## src/rtl/blink_controller_pkg.sv

```systemverilog
// Shared definitions for the blink controller and the timer-side bench:
// FSM state codes, level width and default speed parameters.
package blink_controller_pkg;

  localparam int LEVEL_W = 3;

  localparam logic [1:0] ST_STOPPED = 2'd0;
  localparam logic [1:0] ST_LIT     = 2'd1;
  localparam logic [1:0] ST_DARK    = 2'd2;

  localparam int BASE_LOAD_DEF = 31;
  localparam int MAX_LEVEL_DEF = 4;

endpackage

```

## src/rtl/blink_controller_if.sv

```systemverilog
// Signal bundle between the beat/button/timer side (master) and the
// blink controller (slave).
interface blink_controller_if
  import blink_controller_pkg::*;
#(
   parameter int WIDTH = 9
);
   logic               beat;
   logic               run;
   logic               faster;
   logic               slower;
   logic               expired;
   logic               count_en;
   logic [WIDTH-1:0]   load_value;
   logic [LEVEL_W-1:0] level;
   logic               blink;

   modport master (
      output beat, run, faster, slower, expired,
      input  count_en, load_value, level, blink
   );

   modport slave (
      input  beat, run, faster, slower, expired,
      output count_en, load_value, level, blink
   );
endinterface

```

## src/rtl/blink_controller_level_register.sv

```systemverilog
// Saturating speed-level counter; also registers the timer reload value
// BASE_LOAD << level so both change on the same edge.
module blink_controller_level_register
   import blink_controller_pkg::*;
#(
   parameter int WIDTH       = 9,
   parameter int BASE_LOAD   = BASE_LOAD_DEF,
   parameter int MAX_LEVEL   = MAX_LEVEL_DEF,
   parameter int RESET_LEVEL = 2
) (
   input  logic               clock,
   input  logic               reset,
   input  logic               faster,
   input  logic               slower,
   output logic [LEVEL_W-1:0] level,
   output logic [WIDTH-1:0]   load_value
);

   localparam logic [LEVEL_W-1:0] TOP_LVL = LEVEL_W'(MAX_LEVEL);
   localparam logic [LEVEL_W-1:0] RST_LVL = LEVEL_W'(RESET_LEVEL);
   localparam logic [WIDTH-1:0]   BASE    = WIDTH'(BASE_LOAD);

   logic [LEVEL_W-1:0] level_next;

   // NOTE: level_next gets a default before any branch so no latch is inferred.
   always_comb begin
      level_next = level;
      if (faster && !slower && level != '0)
         level_next = level - LEVEL_W'(1);
      else if (slower && !faster && level != TOP_LVL)
         level_next = level + LEVEL_W'(1);
   end

   // NOTE: state flops use non-blocking assignments so every flop samples pre-edge values.
   always_ff @(posedge clock or posedge reset) begin
      if (reset) begin
         level      <= RST_LVL;
         load_value <= BASE << RST_LVL;
      end else begin
         level      <= level_next;
         load_value <= BASE << level_next;
      end
   end

endmodule

```

## src/rtl/blink_controller.sv

```systemverilog
// Gates the beat into the timer count enable, supplies the reload value from
// the speed level, and runs the LIT/DARK blink FSM off the timer expiry.
module blink_controller
   import blink_controller_pkg::*;
#(
   parameter int WIDTH       = 9,
   parameter int BASE_LOAD   = BASE_LOAD_DEF,
   parameter int MAX_LEVEL   = MAX_LEVEL_DEF,
   parameter int DEFAULT_LVL = 2,
   parameter int DARK_BEATS  = 2
) (
   input  logic              clock,
   input  logic              reset,
   blink_controller_if.slave bus
);

   localparam int              DC_W    = (DARK_BEATS > 1) ? $clog2(DARK_BEATS) : 1;
   localparam logic [DC_W-1:0] DC_LAST = DC_W'(DARK_BEATS - 1);

   logic [1:0]      state;
   logic [1:0]      state_next;
   logic [DC_W-1:0] dark_cnt;
   logic [DC_W-1:0] dark_cnt_next;

   blink_controller_level_register #(
      .WIDTH       (WIDTH),
      .BASE_LOAD   (BASE_LOAD),
      .MAX_LEVEL   (MAX_LEVEL),
      .RESET_LEVEL (DEFAULT_LVL)
   ) u_level (
      .clock      (clock),
      .reset      (reset),
      .faster     (bus.faster),
      .slower     (bus.slower),
      .level      (bus.level),
      .load_value (bus.load_value)
   );

   // run=0 is checked before expired in every running state.
   always_comb begin
      state_next    = state;
      dark_cnt_next = dark_cnt;
      case (state)
         ST_STOPPED: begin
            if (bus.run) begin
               state_next    = ST_LIT;
               dark_cnt_next = '0;
            end
         end
         ST_LIT: begin
            if (!bus.run) begin
               state_next = ST_STOPPED;
            end else if (bus.expired) begin
               state_next    = ST_DARK;
               dark_cnt_next = '0;
            end
         end
         ST_DARK: begin
            if (!bus.run) begin
               state_next = ST_STOPPED;
            end else if (bus.expired) begin
               if (dark_cnt == DC_LAST)
                  state_next = ST_LIT;
               else
                  dark_cnt_next = dark_cnt + DC_W'(1);
            end
         end
         default: state_next = ST_STOPPED;
      endcase
   end

   always_ff @(posedge clock or posedge reset) begin
      if (reset) begin
         state    <= ST_STOPPED;
         dark_cnt <= '0;
      end else begin
         state    <= state_next;
         dark_cnt <= dark_cnt_next;
      end
   end

   assign bus.count_en = bus.beat & bus.run & (state != ST_STOPPED);
   assign bus.blink    = (state == ST_LIT);

endmodule
```

## src/flat_wrapper.sv

```systemverilog
// flat-port wrapper written by rule: the top's interface ports become plain ports
module blink_controller_flat import blink_controller_pkg::*;
#(
   parameter int WIDTH       = 9,
   parameter int BASE_LOAD   = BASE_LOAD_DEF,
   parameter int MAX_LEVEL   = MAX_LEVEL_DEF,
   parameter int DEFAULT_LVL = 2,
   parameter int DARK_BEATS  = 2
)
  (clock, reset, bus_beat, bus_run, bus_faster, bus_slower, bus_expired, bus_count_en, bus_load_value, bus_level, bus_blink);
  blink_controller_if #(.WIDTH(WIDTH)) bus_i ();
  input  logic clock;
  input  logic reset;
  input wire logic [$bits(bus_i.beat)-1:0] bus_beat;
  input wire logic [$bits(bus_i.run)-1:0] bus_run;
  input wire logic [$bits(bus_i.faster)-1:0] bus_faster;
  input wire logic [$bits(bus_i.slower)-1:0] bus_slower;
  input wire logic [$bits(bus_i.expired)-1:0] bus_expired;
  output wire logic [$bits(bus_i.count_en)-1:0] bus_count_en;
  output wire logic [$bits(bus_i.load_value)-1:0] bus_load_value;
  output wire logic [$bits(bus_i.level)-1:0] bus_level;
  output wire logic [$bits(bus_i.blink)-1:0] bus_blink;
  assign bus_i.beat = bus_beat;
  assign bus_i.run = bus_run;
  assign bus_i.faster = bus_faster;
  assign bus_i.slower = bus_slower;
  assign bus_i.expired = bus_expired;
  assign bus_count_en = bus_i.count_en;
  assign bus_load_value = bus_i.load_value;
  assign bus_level = bus_i.level;
  assign bus_blink = bus_i.blink;
  blink_controller #(.WIDTH(WIDTH), .BASE_LOAD(BASE_LOAD), .MAX_LEVEL(MAX_LEVEL), .DEFAULT_LVL(DEFAULT_LVL), .DARK_BEATS(DARK_BEATS)) u_core (.clock(clock), .reset(reset), .bus(bus_i));
endmodule
```

## config.mk

```make
export PLATFORM = sky130hd
export DESIGN_NAME = blink_controller_flat
export DESIGN_NICKNAME = d
export VERILOG_FILES = /design/src/rtl/blink_controller_pkg.sv /design/src/rtl/blink_controller_if.sv /design/src/rtl/blink_controller_level_register.sv /design/src/rtl/blink_controller.sv /design/src/flat_wrapper.sv
export SDC_FILE = /design/constraint.sdc
export NUM_CORES = 1
export LEC_CHECK = 0
export CORE_MARGIN = 10
export CORE_UTILIZATION = 39
export DETAILED_ROUTE_END_ITERATION = 8
export GPL_TIMING_DRIVEN = 0
export HOLD_SLACK_MARGIN = 0.02
export PLACE_DENSITY = 0.73
export RECOVER_POWER = 25
export SETUP_SLACK_MARGIN = 0.05
export SLEW_MARGIN = 40
export SYNTH_ARGS = -nofsm -noshare
export SYNTH_HDL_FRONTEND = slang
export SYNTH_HIERARCHICAL = 1
export SYNTH_SLANG_ARGS = --single-unit
```

## constraint.sdc

```tcl
create_clock -name clock -period 4.45 [get_ports clock]
set_clock_uncertainty 0.1 [all_clocks]
set_input_delay 0.6675 -clock clock [delete_from_list [all_inputs] [get_ports clock]]
set_output_delay 0.6675 -clock clock [all_outputs]
set_load 0.01 [all_outputs]
```

==> results.txt, run 1 <==
* TritonCTS clock tree: built
- Mapped Nets: 76
* Critical-path cell list: clkdlybuf4s50_1, o211a_1, clkdlybuf4s50_1
* Root cell of the clock tree: sky130_fd_sc_hd__clkbuf_4
- The most used flip-flop cell after synthesis is sky130_fd_sc_hd__dfrtp_1.
- Counting every instance in the synthesized netlist gives 66.
- In this run the standard cell core region covers 1760 sq um.
- The worst setup path is launched from an input pin.
- Relative slew margins: 0.552
- For this run the aggregate overflow at the end of global routing stands at 0.
- The first detailed-routing pass ran for 4 iterations.
* Highest achievable clock rate: about 0.38 GHz
* RSZ-0062 raised after global routing: no
* Largest vdd supply drop: between 0.0004 and 0.0005 V
* Library cell contributing the largest single delay on the critical path: sky130_fd_sc_hd__clkdlybuf4s50_1
* CTS HTree Levels: 1
- Arrival time of the worst setup path: about 1.9 ns
- Counting stages on the worst path, the most repeated cell is sky130_fd_sc_hd__clkdlybuf4s50_1.
* # diodes: 0
- Clock-pin slew was measured on the worst setup and hold paths at roughly 0.08 ns.
* Number of warnings issued by yosys: 6
- The number of gates resized after CTS was 0.
- Global Route Usage Sum: 0.0800
- After synthesis, the share of cell area in mux cells is 0.
* Critical path buffer and inverter count: 2
* Arithmetic-cell share of the synthesized area counting full adders, half adders and majority gates: 0.0508
- Count of vias placed by the detailed router: ~560
* Simple-gate portion of the synthesized area: 0.164
- Hpwl dp: approximately 1200 um
- Placement Setup Slack: approximately 1.8 ns
- For the worst-skew pair, the clock arrives at the later sink with an insertion delay of 0.27 ns.
- Including well taps, the total number of placed cells is around 110.
* Net count, final: 99
- The initial utilization of the core area, before any placement, comes to 0.418.
- For the pin with the worst max-slew slack, the measured transition is around 0.67 ns.
* Cell area power density: slightly above 700 nW/um^2
- In this design, the stage delay of the slowest critical-path cell is 0.54 ns.
- The floorplan step defined a die boundary enclosing just over 4000 sq um.
- Setup slack on the critical path of the routed design comes to 1.78 ns.
- Dominant combinational cell family by area after synthesis: compound AO/OA/AOI/OAI gates
- Clock tree synthesis found a total of 14 sinks.
* Count of flip-flops with a built-in enable after synthesis: 0
* Xor/xnor share of the synthesized area: 0.0475
- Cell area reported after detailed placement: around 950 sq um
- Leaving out fill and tap cells, the most frequent cell in the layout is sky130_fd_sc_hd__clkdlybuf4s50_1.
* Number of global-route vias before repair: between 500 and 600
* Via/cell ratio: between 4 and 5
* Final cell count without fillers: approximately 110
- First-pass GRT wire length: 2600 um
- Maximum number of pins on one net before global-route repair: 12
* Die boundary width: around 64 um
- Leading cell types in the layout, fill and taps excluded: sky130_fd_sc_hd__clkdlybuf4s50_1 (17), sky130_fd_sc_hd__dfrtp_1 (8), sky130_fd_sc_hd__inv_1 (7), sky130_fd_sc_hd__dfstp_2 (6)
* Slew Limit Fails: 0
* DRC violation count after routing: 0
* Count of max-cap constraint violations: 0
- Share of synthesized area occupied by flip-flops and latches: 0.485
* Compound-gate portion of the synthesized area: 0.175
- Synthesis-to-finish area growth: 33.6%
* Port bufs: 18
- For this design the top-level I/O count stands at 21.
* Crit end category: output port
- After synthesis the netlist holds a flip-flop and latch count of 14.
- The routed design has roughly 1500 um of wire.
- The first routing iteration left 4 violations.
- The finished cells cover approximately 1000 sq um.
- Req. time, crit path: 3.68 ns
- The number of different library cells used by synthesis comes to 36.
- Measured along the y axis, the die boundary spans roughly 64 um.
- Buffers inserted by post-CTS timing repair: 0
- The congestion estimate from routability-driven global placement came to 0.714.
- The clock passes through at most 2 buffers.
- In the final layout, the share of cells above drive strength 1 is 0.193.
- Clock tree synthesis inserted a total of 3 buffers.
* Result of the run: completed
- Hold crit path type: register to register
* WL per Instance: roughly 14 um
- The kind of cell with the highest combined delay along the critical path is buffers and inverters.
* Setup Total Neg Slack: 0 ns
- Once detail routing completed, the nets flagged for antenna violations numbered 0.
- Row generation in the floorplan step produced 15 rows.
- After clock tree synthesis, the flow added hold-fix buffers numbering 0.
* Final setup violation count: 0
- The total count of hold-check failures in the final report came to 0.
* Summed instance area of the synthesized netlist: 738 sq um
- Largest driver fanout on the critical path: 5
- Share of flip-flops with an asynchronous set or reset: 1.00
* Category of the critical setup timing path: input pin to output port
- A synthesized cell averages 11.2 sq um.
- Post-route clock period utilization: 0.599
- The smallest clock period supported by the final layout is computed as 2.67 ns.
- Leakage: 0.429 nW
* Antenna violations before repair: 0
cells in the mapped netlist, types with 2 or more instances:
cell / n / area [sq um]
sky130_fd_sc_hd__a21oi_1: 3 / 15.0
sky130_fd_sc_hd__a22o_1: 2 / 17.5
sky130_fd_sc_hd__dfrtp_1: 8 / 200
sky130_fd_sc_hd__dfstp_2: 6 / 158
sky130_fd_sc_hd__ha_1: 3 / 37.5
sky130_fd_sc_hd__inv_1: 7 / 26.3
sky130_fd_sc_hd__nand3b_1: 3 / 22.5
sky130_fd_sc_hd__nor2_1: 3 / 11.3
sky130_fd_sc_hd__o21ai_1: 2 / 10.0
sky130_fd_sc_hd__xnor2_1: 3 / 26.3
cell families (layout without fill, tap and decap cells):
| family | Yosys count | in the layout |
|---|---|---|
| buffers and inverters | 12 | 34 |
| adder cells (fa/ha/maj) | 3 | 3 |
| XOR/XNOR | 4 | 4 |
| AO/OA/AOI/OAI | 15 | 15 |
| flip-flops | 14 | 14 |
| AND/OR/NAND/NOR | 18 | 18 |
power by group:
group          switching, W  internal [W]
logic              0.000193      0.000193
clock network     0.0000391     0.0000497
registers         0.0000218      0.000199
layout make-up:
| cell class | count | area, sq um |
|---|---|---|
| flip-flops and latches | 14 | 358 |
| inverters | 8 | 30.0 |
| repair buffers | 18 | 180 |
| fillers | 173 | 778 |
| well taps | 25 | 31.3 |
| multi-input cells | 40 | 323 |
| plain buffers | 4 | 27.5 |
| clock buffers | 4 | 36.3 |
per-layer routing:
metal | wire, um | track usage | vias to the layer above
met5 | 0 | 0 | -
met4 | 10 | 0.0410 | 0
met3 | 140 | 0.0424 | 2
met2 | 817 | 0.134 | 12
met1 | 558 | 0.0781 | 266
li1 | - | - | 276
worst paths after layout:
path / from / end / slack, ns / cells after the start
setup / recovery: bus_run / bus_count_en / 1.78 / 3
hold / removal: u_core/state[0] / u_core/state[0] / 0.41 / 1
setup reg to reg: u_core/u_level/level[1] / u_core/u_level/load_value[7] / 1.94 / 7
hold reg to reg: u_core/state[0] / u_core/state[0] / 0.41 / 1
max in group asynchronous: reset / u_core/u_level/load_value[6] / 3.22 / 2
min in group asynchronous: reset / u_core/dark_cnt / 0.61 / 2
worst reg2reg max path, cell delays in order, from the launching register on:
cell and delay [ns]:
sky130_fd_sc_hd__dfstp_2 0.54, sky130_fd_sc_hd__inv_1 0.09, sky130_fd_sc_hd__ha_1 0.38, sky130_fd_sc_hd__or3b_1 0.40, sky130_fd_sc_hd__a22o_1 0.28, sky130_fd_sc_hd__a221oi_4 0.35
sky130_fd_sc_hd__and2_1 0.22, sky130_fd_sc_hd__or2_1 0.10
stage by stage:
stage / total power, W / utilization / hold slack, ns
2_1_floorplan: 0.000457 / - / 0.321
3_3_place_gp: 0.000601 / 0.538 / 0.412
3_5_place_dp: 0.000611 / 0.538 / 0.405
4_1_cts: 0.000704 / 0.559 / 0.418
5_1_grt: 0.000755 / 0.559 / 0.450
6_report: 0.000695 / 0.559 / 0.411
sequential cells by signal, summed over array words and instances, names as in the netlist:
| name | flops |
|---|---|
| u_core/u_level/load_value | 8 |
| u_core/u_level/level | 3 |
| u_core/dark_cnt | 1 |
| u_core/state | 2 |
No activity file was read; power rests on OpenSTA's default activity.
==> run 2: changes to the inputs <==
clock period = 2.5 ns   (was 4.45 ns; I/O delays follow)
==> run 2 against run 1 <==
  * Combinational power up 97%
  * Critical path depth up 4
  * Via count up 0.36%
  * First-iteration DRC count up 25%
  * Wire length up 2.9%
  * Worst setup slack worse by 1.6 ns
  * Die area unchanged
  * Cell count up 0.88%
  * Cell area up 2.3%
  * Critical endpoint is now u_core/u_level/load_value[7]
  * Sequential power up 77%
  * Non-clock buffer count up 1
  * Highest routed layer unchanged
==> results.txt, run 2 (synthesis results as in run 1) <==
- The run finished with clean final reports.
* Area of the core: 1760 sq um (unchanged)
* Count of vias placed by the detailed router: 558 (+0.36%)
* Count of final hold-check violations: 0 (unchanged)
- Most frequent standard cell in the layout excluding fill and tap cells: sky130_fd_sc_hd__clkdlybuf4s50_1
- Max Root-Sink Buffers: 2 (unchanged)
- The worst hold path belongs to the class input pin to asynchronous set/reset pin.
- Port bufs: 18 (unchanged)
- The total congestion overflow came to 0 (unchanged).
- The number of H-tree branching levels was 1 (unchanged).
- GP Congestion: 0.714 (unchanged)
* Die Height: 63.5 um (unchanged)
- The number of global-route vias before repair was 576 (+0.52%).
- The setup TNS is 0 ns (unchanged).
* Clock Sink Count: 14 (unchanged)
- RSZ-0062 raised after global routing: no
- The number of detailed-route iterations in the first pass was 4 (unchanged).
- The detail-routed via count per cell came to 4.89 (-0.52%).
- The register with the most flip-flops in the final layout is u_core/u_level/load_value.
- Later-pin clock latency in the skew report: 0.27 ns (about the same)
* Leading cell types in the layout, fill and taps excluded: sky130_fd_sc_hd__clkdlybuf4s50_1 (17), sky130_fd_sc_hd__dfrtp_1 (8), sky130_fd_sc_hd__inv_1 (7), sky130_fd_sc_hd__dfstp_2 (6)
- Maximum number of pins on one net before global-route repair: 12 (unchanged)
- Global Route Usage Sum: 0.0807 (+0.000715)
- Worst R2R Setup Slack: 0.17 ns (-1.77 ns)
- The routed wire length per instance came to 13.8 um (+2.0%).
* Placement Rows: 15 (unchanged)
* Relative slew margins: 0.558 (+0.00647)
- Share of final-layout standard cells stronger than drive strength 1: 0.225 (+0.0315)
- DRC violation count after routing: 0 (unchanged)
- Die Footprint: 4030 sq um (unchanged)
* Arrival time of the worst setup path: 2.45 ns (+0.55 ns)
* TritonCTS clock tree: built
* Net count, final: 100 (+1.0%)
* Largest vdd supply drop: 0.000788 V (+93%)
- The number of top-level pins is 21 (unchanged).
* Worst flop-to-flop path endpoint: u_core/u_level/load_value[7]
* Worst reg2reg path startpoint: u_core/u_level/level[1]
- The final-report setup violation count is 0 (unchanged).
- Leakage: 0.435 nW (+1.6%)
- Minimum period implied by the final worst setup slack: 2.33 ns
- The critical path required time is 2.61 ns (-1.07 ns).
* Synthesis-to-finish area growth: 36.6%
- The residual antenna-violating net count after detailed routing came to 0 (unchanged).
- The total power divided by cell area was 1300 nW/um^2 (+84%).
- Cell area reported after detailed placement: 950 sq um (unchanged)
- Die boundary width: 63.5 um (unchanged)
- Highest achievable clock rate: ~0.43 GHz
- The largest registers in the layout are u_core/u_level/load_value (8), u_core/u_level/level (3), u_core/state (2).
- The max-slew violation count is 0 (unchanged).
- The TritonCTS buffer count was 3 (unchanged).
* Antenna violations before repair: 0 (unchanged)
- # diodes: 0 (unchanged)
* Clk pin slew, worst setup/hold paths: 0.08 ns (about the same)
* Cell area after layout: 1010 sq um (+2.3%)
- The number of flip-flops in the largest register is 8 (unchanged).
- The number of buffers inserted by hold repair at cts came to 0 (unchanged).
- Transition time of the tightest slew-check pin: 0.661 ns (-0.00968 ns)
- The initial core utilization is 0.418 (unchanged).
- Post-route clock period utilization: 0.934
* Largest driver fanout on the critical path: 5 (unchanged)
- Count of max-cap constraint violations: 0 (unchanged)
- Worst Setup Start Kind: register
- The number of cells traversed by the worst register-to-register path came to 7 (unchanged).
- The number of design-rule violations left by the first detailed-router iteration is 5 (+1).
* Crit end category: register
* First-pass GRT wire length: 2640 um (+1.3%)
- Hpwl dp: 1210 um (unchanged)
- The critical path in this run is classified as register to register.
* Number of filler cells placed in the layout: 171 (-1.2%)
- Root cell of the clock tree: sky130_fd_sc_hd__clkbuf_4
- WL final: 1570 um (+2.9%)
==> run 2: changes by cell type in the layout (fill, tap and decap cells not counted) <==
cell / before / now
sky130_fd_sc_hd__and2_1: 1 / 0
sky130_fd_sc_hd__ha_1: 3 / 2
sky130_fd_sc_hd__ha_4: 0 / 1
sky130_fd_sc_hd__and2_4: 0 / 1
sky130_fd_sc_hd__buf_4: 1 / 2
==> run 2: how the worst max path moves through the flow <==
stage               slack (ns)  cells past startpoint                      endpoint               startpoint
global placement          0.04                      7  u_core/u_level/load_value[7]  u_core/u_level/level[1]
detailed placement        0.01                      7  u_core/u_level/load_value[6]  u_core/u_level/level[1]
global route              0.05                      7  u_core/u_level/load_value[5]  u_core/u_level/level[1]
CTS                       0.07                      7  u_core/u_level/load_value[7]  u_core/u_level/level[1]
floorplan                 0.13                      7  u_core/u_level/load_value[7]  u_core/u_level/level[1]
finish                    0.17                      7  u_core/u_level/load_value[7]  u_core/u_level/level[1]
==> run 2: critical path: stages (launching register included) <==
cell                       delay (ns)
sky130_fd_sc_hd__dfstp_2         0.55
sky130_fd_sc_hd__inv_1           0.10
sky130_fd_sc_hd__ha_4            0.26
sky130_fd_sc_hd__or3b_1          0.37
sky130_fd_sc_hd__a22o_1          0.28
sky130_fd_sc_hd__a221oi_4        0.32
sky130_fd_sc_hd__and2_4          0.21
sky130_fd_sc_hd__or2_1           0.09
==> run 2: area by class of cell <==
type / instances / area (sq um) / area share
sequential: 14 / 358 / 0.355
multi-input combinational: 40 / 338 / 0.335
timing repair buffer: 19 / 188 / 0.186
clock buffer: 4 / 36.3 / 0.0360
tap: 25 / 31.3 / 0.0310
inverter: 8 / 30.0 / 0.0298
buffer: 4 / 27.5 / 0.0273
==> run 2: layer usage <==
metal | GRT usage | wire length, um
met1 | 0.0801 | 565
met2 | 0.134 | 859
met3 | 0.0424 | 132
met4 | 0.0410 | 14
met5 | 0 | 0
==> run 2: metrics by stage <==
step	setup WS, ns	power [W]	instances	hold slack (ns)	utilization
after global routing	0.0457	0.00142	114	0.337	0.572
after detailed placement	0.0141	0.00109	109	0.405	0.538
after CTS	0.0705	0.00128	114	0.182	0.565
after floorplan	0.126	0.000813	66	0.0286	-
final	0.165	0.00131	114	0.318	0.572
after global placement	0.0392	0.00107	109	0.412	0.538
==> run 2: repair_timing <==
item | in CTS | in global routing
pin swaps | 1 | 1
hold endpoints to repair | 0 | 0
endpoints found under the setup margin | 4 | 4
gates cloned | 0 | 0
resized for setup | 1 | 2
buffers inserted | 1 | 0
==> run 2: power breakdown <==
part / internal, W / switching [W]
Sequential: 0.000354 / 0.0000377
Combinational: 0.000398 / 0.000361
Clock: 0.0000884 / 0.0000690
==> run 3: changes to the inputs <==
SLEW_MARGIN = unset   (was 40)
==> results of run 3 <==
Final layout, timing and power as in run 2 (identical DEF).
